--- src/rtl/alu_responder_if.sv ---
// Operand/opcode request channel and result response channel between the
// system controller (master) and the ALU responder (slave).
interface alu_responder_if #(
  parameter int WIDTH = 5
);
  logic             req_valid;
  logic             req_ready;
  logic [WIDTH-1:0] req_a;
  logic [WIDTH-1:0] req_b;
  logic             req_op;

  logic             rsp_valid;
  logic             rsp_ready;
  logic [WIDTH-1:0] rsp_result;
  logic             rsp_cf;
  logic             rsp_sf;
  logic             rsp_zf;

  modport master (
    output req_valid, req_a, req_b, req_op, rsp_ready,
    input  req_ready, rsp_valid, rsp_result, rsp_cf, rsp_sf, rsp_zf
  );

  modport slave (
    input  req_valid, req_a, req_b, req_op, rsp_ready,
    output req_ready, rsp_valid, rsp_result, rsp_cf, rsp_sf, rsp_zf
  );
endinterface

--- src/rtl/alu_responder.sv ---
// One-stage add/subtract ALU responder with an in-order result FIFO.
// Acceptance is credit based so the stage never stalls and the FIFO never overflows.
module alu_responder #(
  parameter int WIDTH = 5,
  parameter int DEPTH = 4,
  parameter int CNT_W = 8
) (
  input  logic             clk,
  input  logic             reset,
  alu_responder_if.slave   bus,
  output logic             busy,
  output logic [CNT_W-1:0] op_count
);

  localparam int PTR_W = $clog2(DEPTH);
  localparam int ENT_W = WIDTH + 3;

  typedef logic [ENT_W-1:0] entry_t;

  logic             s1_valid_q, s1_valid_d;
  logic [WIDTH-1:0] s1_a_q, s1_a_d;
  logic [WIDTH-1:0] s1_b_q, s1_b_d;
  logic             s1_op_q, s1_op_d;

  entry_t           mem_q [DEPTH];
  entry_t           mem_d [DEPTH];
  logic [PTR_W-1:0] wr_ptr_q, wr_ptr_d;
  logic [PTR_W-1:0] rd_ptr_q, rd_ptr_d;
  logic [PTR_W:0]   count_q, count_d;
  logic [CNT_W-1:0] op_count_q, op_count_d;

  logic [WIDTH:0]   wide_res;
  logic [WIDTH-1:0] res;
  logic             res_cf;
  logic             res_sf;
  logic             res_zf;
  entry_t           s1_entry;
  entry_t           head;
  logic [PTR_W+1:0] credits_used;
  logic             req_ready_w;
  logic             rsp_valid_w;
  logic             accept;
  logic             push;
  logic             pop;

  // The extra top bit of the widened difference is exactly the unsigned borrow.
  always_comb begin
    wide_res = '0;
    if (s1_op_q) begin
      wide_res = {1'b0, s1_a_q} - {1'b0, s1_b_q};
    end else begin
      wide_res = {1'b0, s1_a_q} + {1'b0, s1_b_q};
    end
    res      = wide_res[WIDTH-1:0];
    res_cf   = wide_res[WIDTH];
    res_sf   = res[WIDTH-1];
    res_zf   = (res == '0);
    s1_entry = {res, res_cf, res_sf, res_zf};
  end

  always_comb begin
    credits_used = {1'b0, count_q} + {{(PTR_W+1){1'b0}}, s1_valid_q};
    req_ready_w  = (credits_used < (PTR_W+2)'(DEPTH));
    rsp_valid_w  = (count_q != '0);
    accept       = bus.req_valid && req_ready_w;
    push         = s1_valid_q;
    pop          = rsp_valid_w && bus.rsp_ready;
    head         = mem_q[rd_ptr_q];
  end

  assign bus.req_ready  = req_ready_w;
  assign bus.rsp_valid  = rsp_valid_w;
  assign bus.rsp_result = rsp_valid_w ? head[ENT_W-1:3] : '0;
  assign bus.rsp_cf     = rsp_valid_w && head[2];
  assign bus.rsp_sf     = rsp_valid_w && head[1];
  assign bus.rsp_zf     = rsp_valid_w && head[0];
  assign busy           = s1_valid_q || rsp_valid_w;
  assign op_count       = op_count_q;

  always_comb begin
    s1_valid_d = accept;
    s1_a_d     = s1_a_q;
    s1_b_d     = s1_b_q;
    s1_op_d    = s1_op_q;
    if (accept) begin
      s1_a_d  = bus.req_a;
      s1_b_d  = bus.req_b;
      s1_op_d = bus.req_op;
    end
  end

  // Pointers wrap naturally because DEPTH is a power of two.
  always_comb begin
    mem_d      = mem_q;
    wr_ptr_d   = wr_ptr_q;
    rd_ptr_d   = rd_ptr_q;
    count_d    = count_q;
    op_count_d = op_count_q;
    if (push) begin
      mem_d[wr_ptr_q] = s1_entry;
      wr_ptr_d        = wr_ptr_q + PTR_W'(1);
    end
    if (pop) begin
      rd_ptr_d   = rd_ptr_q + PTR_W'(1);
      op_count_d = op_count_q + CNT_W'(1);
    end
    case ({push, pop})
      2'b10:   count_d = count_q + (PTR_W+1)'(1);
      2'b01:   count_d = count_q - (PTR_W+1)'(1);
      default: count_d = count_q;
    endcase
  end

  always_ff @(posedge clk or posedge reset) begin
    if (reset) begin
      s1_valid_q <= 1'b0;
      s1_a_q     <= '0;
      s1_b_q     <= '0;
      s1_op_q    <= 1'b0;
      wr_ptr_q   <= '0;
      rd_ptr_q   <= '0;
      count_q    <= '0;
      op_count_q <= '0;
    end else begin
      s1_valid_q <= s1_valid_d;
      s1_a_q     <= s1_a_d;
      s1_b_q     <= s1_b_d;
      s1_op_q    <= s1_op_d;
      wr_ptr_q   <= wr_ptr_d;
      rd_ptr_q   <= rd_ptr_d;
      count_q    <= count_d;
      op_count_q <= op_count_d;
    end
  end

  // Storage needs no reset: entries are only visible once count_q covers them.
  always_ff @(posedge clk) begin
    mem_q <= mem_d;
  end

endmodule

--- src/flat_wrapper.sv ---
// flat-port wrapper written by rule: the top's interface ports become plain ports
module alu_responder_flat 
#(
  parameter int WIDTH = 5,
  parameter int DEPTH = 4,
  parameter int CNT_W = 8
)
  (clk, reset, busy, op_count, bus_req_valid, bus_req_a, bus_req_b, bus_req_op, bus_rsp_ready, bus_req_ready, bus_rsp_valid, bus_rsp_result, bus_rsp_cf, bus_rsp_sf, bus_rsp_zf);
  alu_responder_if #(.WIDTH(WIDTH)) bus_i ();
  input  logic clk;
  input  logic reset;
  output logic busy;
  output logic [CNT_W-1:0] op_count;
  input wire logic [$bits(bus_i.req_valid)-1:0] bus_req_valid;
  input wire logic [$bits(bus_i.req_a)-1:0] bus_req_a;
  input wire logic [$bits(bus_i.req_b)-1:0] bus_req_b;
  input wire logic [$bits(bus_i.req_op)-1:0] bus_req_op;
  input wire logic [$bits(bus_i.rsp_ready)-1:0] bus_rsp_ready;
  output wire logic [$bits(bus_i.req_ready)-1:0] bus_req_ready;
  output wire logic [$bits(bus_i.rsp_valid)-1:0] bus_rsp_valid;
  output wire logic [$bits(bus_i.rsp_result)-1:0] bus_rsp_result;
  output wire logic [$bits(bus_i.rsp_cf)-1:0] bus_rsp_cf;
  output wire logic [$bits(bus_i.rsp_sf)-1:0] bus_rsp_sf;
  output wire logic [$bits(bus_i.rsp_zf)-1:0] bus_rsp_zf;
  assign bus_i.req_valid = bus_req_valid;
  assign bus_i.req_a = bus_req_a;
  assign bus_i.req_b = bus_req_b;
  assign bus_i.req_op = bus_req_op;
  assign bus_i.rsp_ready = bus_rsp_ready;
  assign bus_req_ready = bus_i.req_ready;
  assign bus_rsp_valid = bus_i.rsp_valid;
  assign bus_rsp_result = bus_i.rsp_result;
  assign bus_rsp_cf = bus_i.rsp_cf;
  assign bus_rsp_sf = bus_i.rsp_sf;
  assign bus_rsp_zf = bus_i.rsp_zf;
  alu_responder #(.WIDTH(WIDTH), .DEPTH(DEPTH), .CNT_W(CNT_W)) u_core (.clk(clk), .reset(reset), .bus(bus_i), .busy(busy), .op_count(op_count));
endmodule
--- config.mk ---
export PLATFORM = sky130hd
export DESIGN_NAME = alu_responder_flat
export DESIGN_NICKNAME = d
export VERILOG_FILES = /design/src/rtl/alu_responder_if.sv /design/src/rtl/alu_responder.sv /design/src/flat_wrapper.sv
export SDC_FILE = /design/constraint.sdc
export NUM_CORES = 1
export LEC_CHECK = 0
export CORE_ASPECT_RATIO = 1.1
export CORE_MARGIN = 2
export CORE_UTILIZATION = 28
export DETAILED_ROUTE_END_ITERATION = 8
export GPL_TIMING_DRIVEN = 0
export PLACE_DENSITY = 0.46
export SYNTH_ARGS = -nofsm -noshare
export SYNTH_HDL_FRONTEND = slang
export SYNTH_SLANG_ARGS = --single-unit
--- constraint.sdc ---
create_clock -name clk -period 6.15 [get_ports clk]
set_clock_uncertainty 0.15 [all_clocks]
set_input_delay 0.615 -clock clk [delete_from_list [all_inputs] [get_ports clk]]
set_output_delay 0.615 -clock clk [all_outputs]
set_load 0.01 [all_outputs]
## Yosys cells after proc, flatten, opt, wreduce, memory -nomap -nowiden

Index checks and enable logic that the tools add are counted.

- Add/sub/neg operators: 8
- Multipliers: 0
- Div/mod/pow operators: 0
- Magnitude comparators: 4
- Equality and inequality tests: 2
- Shift operators: 0
- Muxes and demuxes: 9
- Bitwise operators: 2
- Reductions and logical operators: 10

Operators with widths:

| cell | count |
|---|---|
| $bwmux W32 | 1 |
| $mux W8 | 3 |
| $bmux W8 S2 | 1 |
| $demux W8 S2 | 1 |
| $add A8 B1 Y8 const B | 1 |
| $add A5 B5 Y6 | 1 |
| $ge A3 B3 Y1 const B | 2 |
| $logic_and A1 B1 Y1 | 6 |
| $mux W6 | 1 |
| $not A2 Y3 | 2 |
| $pmux W3 S2 | 1 |
| $sub A5 B5 Y6 | 1 |
| $logic_not A5 Y1 | 1 |
| $mux W5 | 1 |
| $add A2 B1 Y2 const B | 2 |
| $add A3 B1 Y4 | 1 |
| $lt A4 B3 Y1 const B | 1 |
| $add A3 B1 Y3 const B | 1 |
| $lt A3 B1 Y1 const B | 1 |
| $reduce_bool A3 Y1 | 1 |
| $sub A3 B1 Y3 const B | 1 |
| $eq A2 B1 Y1 const B | 1 |
| $eq A2 B2 Y1 const B | 1 |
| $reduce_bool A2 Y1 | 1 |
| $logic_or A1 B1 Y1 | 1 |

- Flip-flop bits (word level): 59
- Latch bits: 0
- Bits in writable memories: 0
- Memory bits (read-only): 0
- Input port bits: 15
- Output and inout port bits: 19
- Word-level logic and storage cells: 47
- Memories kept: 0

## Logic depth before layout (Yosys ltp)

- Depth in word-level cells: 6
- Mapped depth: 9
- Gate-level depth less buffers: 9

## Worst setup path before layout

Ideal clock, no wire load.

- Path type: register to register
- Start: reg u_core.s1_b_q[0]
- End: reg u_core.mem_q[0] in the netlist's numbering (data pin)
- Setup time: 0.230 ns
- Arrival time: 2.190 ns
- Data required time: 5.770 ns
- Path slack: 3.580 ns
- Cell stages (with the launch flop): 9
- Path buffers: 0
- Clock period less this slack: 2.570 ns
- Cells stage by stage: dfrtp_1 inv_1 ha_1 mux2i_1 ha_1 nor2b_1 o21ai_1 or3b_1 a2111oi_2

- Longest elaborated chain between the ends: 4
- Elaborated cells on any way between the ends: 5
- Those cells by class: 2 x add/sub; 2 x mux; 1 x reduce/logical

Ends and longest elaborated chain:

| what | RTL line | RTL |
|---|---|---|
| start: declaration | alu_responder.sv:22 | `logic [WIDTH-1:0] s1_b_q, s1_b_d;` |
| start signal: assignment | alu_responder.sv:118 | `s1_b_q <= '0;` |
| start signal: assignment | alu_responder.sv:127 | `s1_b_q <= s1_b_d;` |
| $add A5 B5 Y6 or $sub A5 B5 Y6 (tied branches) | alu_responder.sv:52, alu_responder.sv:50 |  |
| $mux W6 (*) | alu_responder.sv:49 | `if (s1_op_q) begin` |
| $logic_not A5 Y1 (*) | alu_responder.sv:57 | `res_zf = (res == '0);` |
| named net u_core.res_zf | alu_responder.sv:36 | `logic res_zf;` |
| $bwmux W32 (*) | alu_responder.sv:100 | `mem_d[wr_ptr_q] = s1_entry;` |
| end signal: assignment | alu_responder.sv:138 | `mem_q <= mem_d;` |
| end: declaration | alu_responder.sv:25 | `entry_t mem_q [DEPTH];` |

The timed path passes the listed nets; every way through them passes the cells marked *.
A chain may end at the register's enable or synchronous reset.

## Worst setup path in the final report

- Start: reg u_core.count_q[0]
- End: out bus_rsp_result[4]

- Longest elaborated chain between the ends: 2

Ends and longest elaborated chain:

| what | RTL line | RTL |
|---|---|---|
| start: declaration | alu_responder.sv:29 | `logic [PTR_W:0] count_q, count_d;` |
| start signal: assignment | alu_responder.sv:131 | `count_q <= count_d;` |
| $reduce_bool A3 Y1 | alu_responder.sv:64 | `rsp_valid_w = (count_q != '0);` |
| $mux W5 | alu_responder.sv:73 | `assign bus.rsp_result = rsp_valid_w ? head[ENT_W-1:3] : '0;` |
| end: declaration | flat_wrapper.sv:21 | `output wire logic [$bits(bus_i.rsp_result)-1:0] bus_rsp_result;` |

No other way between the ends.

==> results.json <==
{
  "fmax_ghz": 0.315,
  "rows": 36,
  "routed_via_density": 4.30,
  "cp.arrival_ps": 2410,
  "cts-resized-gates": 0,
  "crit_fanout": 9,
  "yosys_most_used_dff": "edfxtp_1",
  "final_area_um2": 3110,
  "dieArea_um2": 9900,
  "die-width_um": 95.0,
  "overflow": 0,
  "synth_cell_types": 34,
  "drive_gt1_frac": 0.145,
  "synth_top_area_frac": 0.329,
  "nNetsFinal": 248,
  "ctsLongestPathBuffers": 2,
  "drt-initial-drc-count": 43,
  "reg2reg_depth": 8,
  "start_kind": "flip-flop",
  "p_leak_nw": 1.19,
  "relSlewSlack": 0.288,
  "avgSynthCellArea_um2": 14.3,
  "die_h_um": 104,
  "syn_area_um2": 2550,
  "whs_endpoint": "u_core.op_count[7]",
  "io-pin-count": 34,
  "min_path_type": "flip-flop to flip-flop",
  "seq_area_frac_synth": 0.594,
  "synth_common_cells": "edfxtp_1, dfrtp_1, inv_1, xnor2_1, ha_1",
  "endpoint_kind": "output port",
  "hold_depth": 1,
  "area_growth_pct": 22.0,
  "async_reset_ff_frac": 0.491,
  "synth_top_cells_by_area": "edfxtp_1, dfrtp_1, mux4_2",
  "initial_core_util": 0.288,
  "whs_ps": 324,
  "synth_edf_count": 28,
  "min_from": "u_core.op_count[7]",
  "cts_hold_buf": 0,
  "totalWireLength_mm": 4.47,
  "wl_per_cell_um": 13.4,
  "pre_cts_slack_ps": 3200,
  "regToRegSetupSlack_ps": 3250,
  "syn_nets": 208,
  "nFillCells": 891,
  "drc_errors": 0,
  "yosys.cell_count.top_type": "edfxtp_1",
  "worstReg2RegEnd": "u_core.mem_q[0]",
  "path_clk_slew_ps": 90,
  "grt_start_max_net_pins": 28,
  "fin_ws_ps": 2970,
  "rsz0062_at_grt": "false",
  "ant_nets": 0,
  "crit_type": "flip-flop to output port",
  "port_buffers": 33,
  "track_usage": 0.0988,
  "period_share": 0.516,
  "via_count": 1436,
  "post_cts_buffers": 0,
  "finalHoldViolCount": 0,
  "cts_tree": "yes",
  "period_minus_slack_ps": 3180,
  "grt_pass1_wl_mm": 7.39,
  "post_dp_cell_area_um2": 3030,
  "core_area_um2": 8870,
  "synth-seq-cells": 55,
  "drv_cap": 0,
  "r2r-start": "u_core.s1_b_q[0]",
  "peakVddDrop_mv": 0.187,
  "root_buffer": "clkbuf_8",
  "power.density_nw_per_um2": 619,
  "antenna_found_initial": 0,
  "slew_violations": 0,
  "yosysTopAreaCell": "edfxtp_1",
  "dr.pass1.iters": 2,
  "yosys_warnings": 0,
  "grt_pass1_vias": 1430,
  "diodes": 0,
  "outcome": "completed",
  "clock_latency_ps": 310,
  "htreeDepth": 2,
  "place_congestion": 0.703,
  "cts_inserted_buffers": 5,
  "cts_sinks": 55,
  "place_hpwl_mm": 3.27,
  "postSynthCellCount": 179,
  "tns_ps": 0,
  "setup_viol": 0,
  "seq_area_um2": 1520,
  "worstMarginPinSlew_ps": 1060,
  "worstPathRequired_ps": 5380,
  "multi_input_area_um2": 955
}
[area by class of cell]
cell class,count,share of cell area
tap,114,0.0458
buffer,5,0.00924
clock buffer,5,0.0221
multi-input combinational,105,0.307
clock inverter,3,0.00643
sequential,55,0.487
inverter,14,0.0169
timing repair buffer,33,0.106
[power breakdown]
group / internal [mW] / leakage, nW / switching (mW)
clock network: 0.0792 / 0.0363 / 0.120
logic: 0.482 / 0.572 / 0.496
registers: 0.653 / 0.582 / 0.0967
total: 1.21 / 1.19 / 0.712
[logic make-up (layout without fill, tap and decap cells)]
logic type | after synthesis | after routing | share of synthesized area
DFF | 55 | 55 | 0.594
and+or+nand+nor | 39 | 39 | 0.0843
xor gates and xnor gates | 19 | 19 | 0.0652
buffers and inverters | 19 | 60 | 0.0319
muxes | 18 | 18 | 0.109
AOI/OAI and AO/OA | 15 | 15 | 0.0407
adders and majority gates | 14 | 14 | 0.0745
[per-layer routing]
metal | track usage | up-vias | wire (um)
met1 | 0.127 | 698 | 2080
met5 | 0 | - | 0
met3 | 0.0239 | 4 | 129
li1 | - | 710 | -
met2 | 0.160 | 24 | 2190
met4 | 0.0373 | 0 | 67
[stage by stage]
step | total power, mW | cells | util
floorplan | 1.42 | 179 | -
CTS | 1.96 | 334 | 0.351
finish | 1.93 | 334 | 0.351
global route | 2.09 | 334 | 0.351
global placement | 1.75 | 326 | 0.341
detailed placement | 1.76 | 326 | 0.341
[worst max-delay path: stages (launching register included)]
cell and delay [ps]:
dfrtp_1 460, nor3_1 880, nor2b_1 130, buf_4 180
clkdlybuf4s50_1 460
[worst max-delay path by stage]
stage                            startpoint  slack [ps]  depth (start not counted)                 to
after floorplan            u_core.s1_b_q[0]        3580                          8    u_core.mem_q[0]
after global placement    u_core.count_q[0]        3200                          4  bus_rsp_result[4]
after detailed placement  u_core.count_q[0]        3200                          4  bus_rsp_result[4]
after CTS                 u_core.count_q[0]        2850                          4  bus_rsp_result[4]
after global routing      u_core.count_q[0]        2760                          4  bus_rsp_result[4]
final                     u_core.count_q[0]        2970                          4  bus_rsp_result[4]
[registers in the layout (all words and copies together) (netlist names)]
name and cells:
u_core.mem_q 28, u_core.op_count 8, u_core.s1_a_q 5, u_core.s1_b_q 5, u_core.count_q 3, u_core.rd_ptr_q 2
u_core.wr_ptr_q 2, u_core.push 1, u_core.s1_op_q 1
[layout by cell type, fill, tap and decap left out, types with 3 or more instances in the layout]
| cell | count |
|---|---|
| a21oi_1 | 4 |
| and2_1 | 5 |
| clkbuf_8 | 5 |
| clkdlybuf4s50_1 | 33 |
| dfrtp_1 | 27 |
| edfxtp_1 | 28 |
| ha_1 | 12 |
| inv_1 | 14 |
| mux2_2 | 9 |
| mux4_2 | 7 |
| nand2_1 | 4 |
| nand3_1 | 6 |
| nor2_1 | 6 |
| nor2b_1 | 8 |
| nor3_1 | 3 |
| o21ai_0 | 4 |
| xnor2_1 | 13 |
| xor2_1 | 6 |
(Power assumes the default switching activity.)
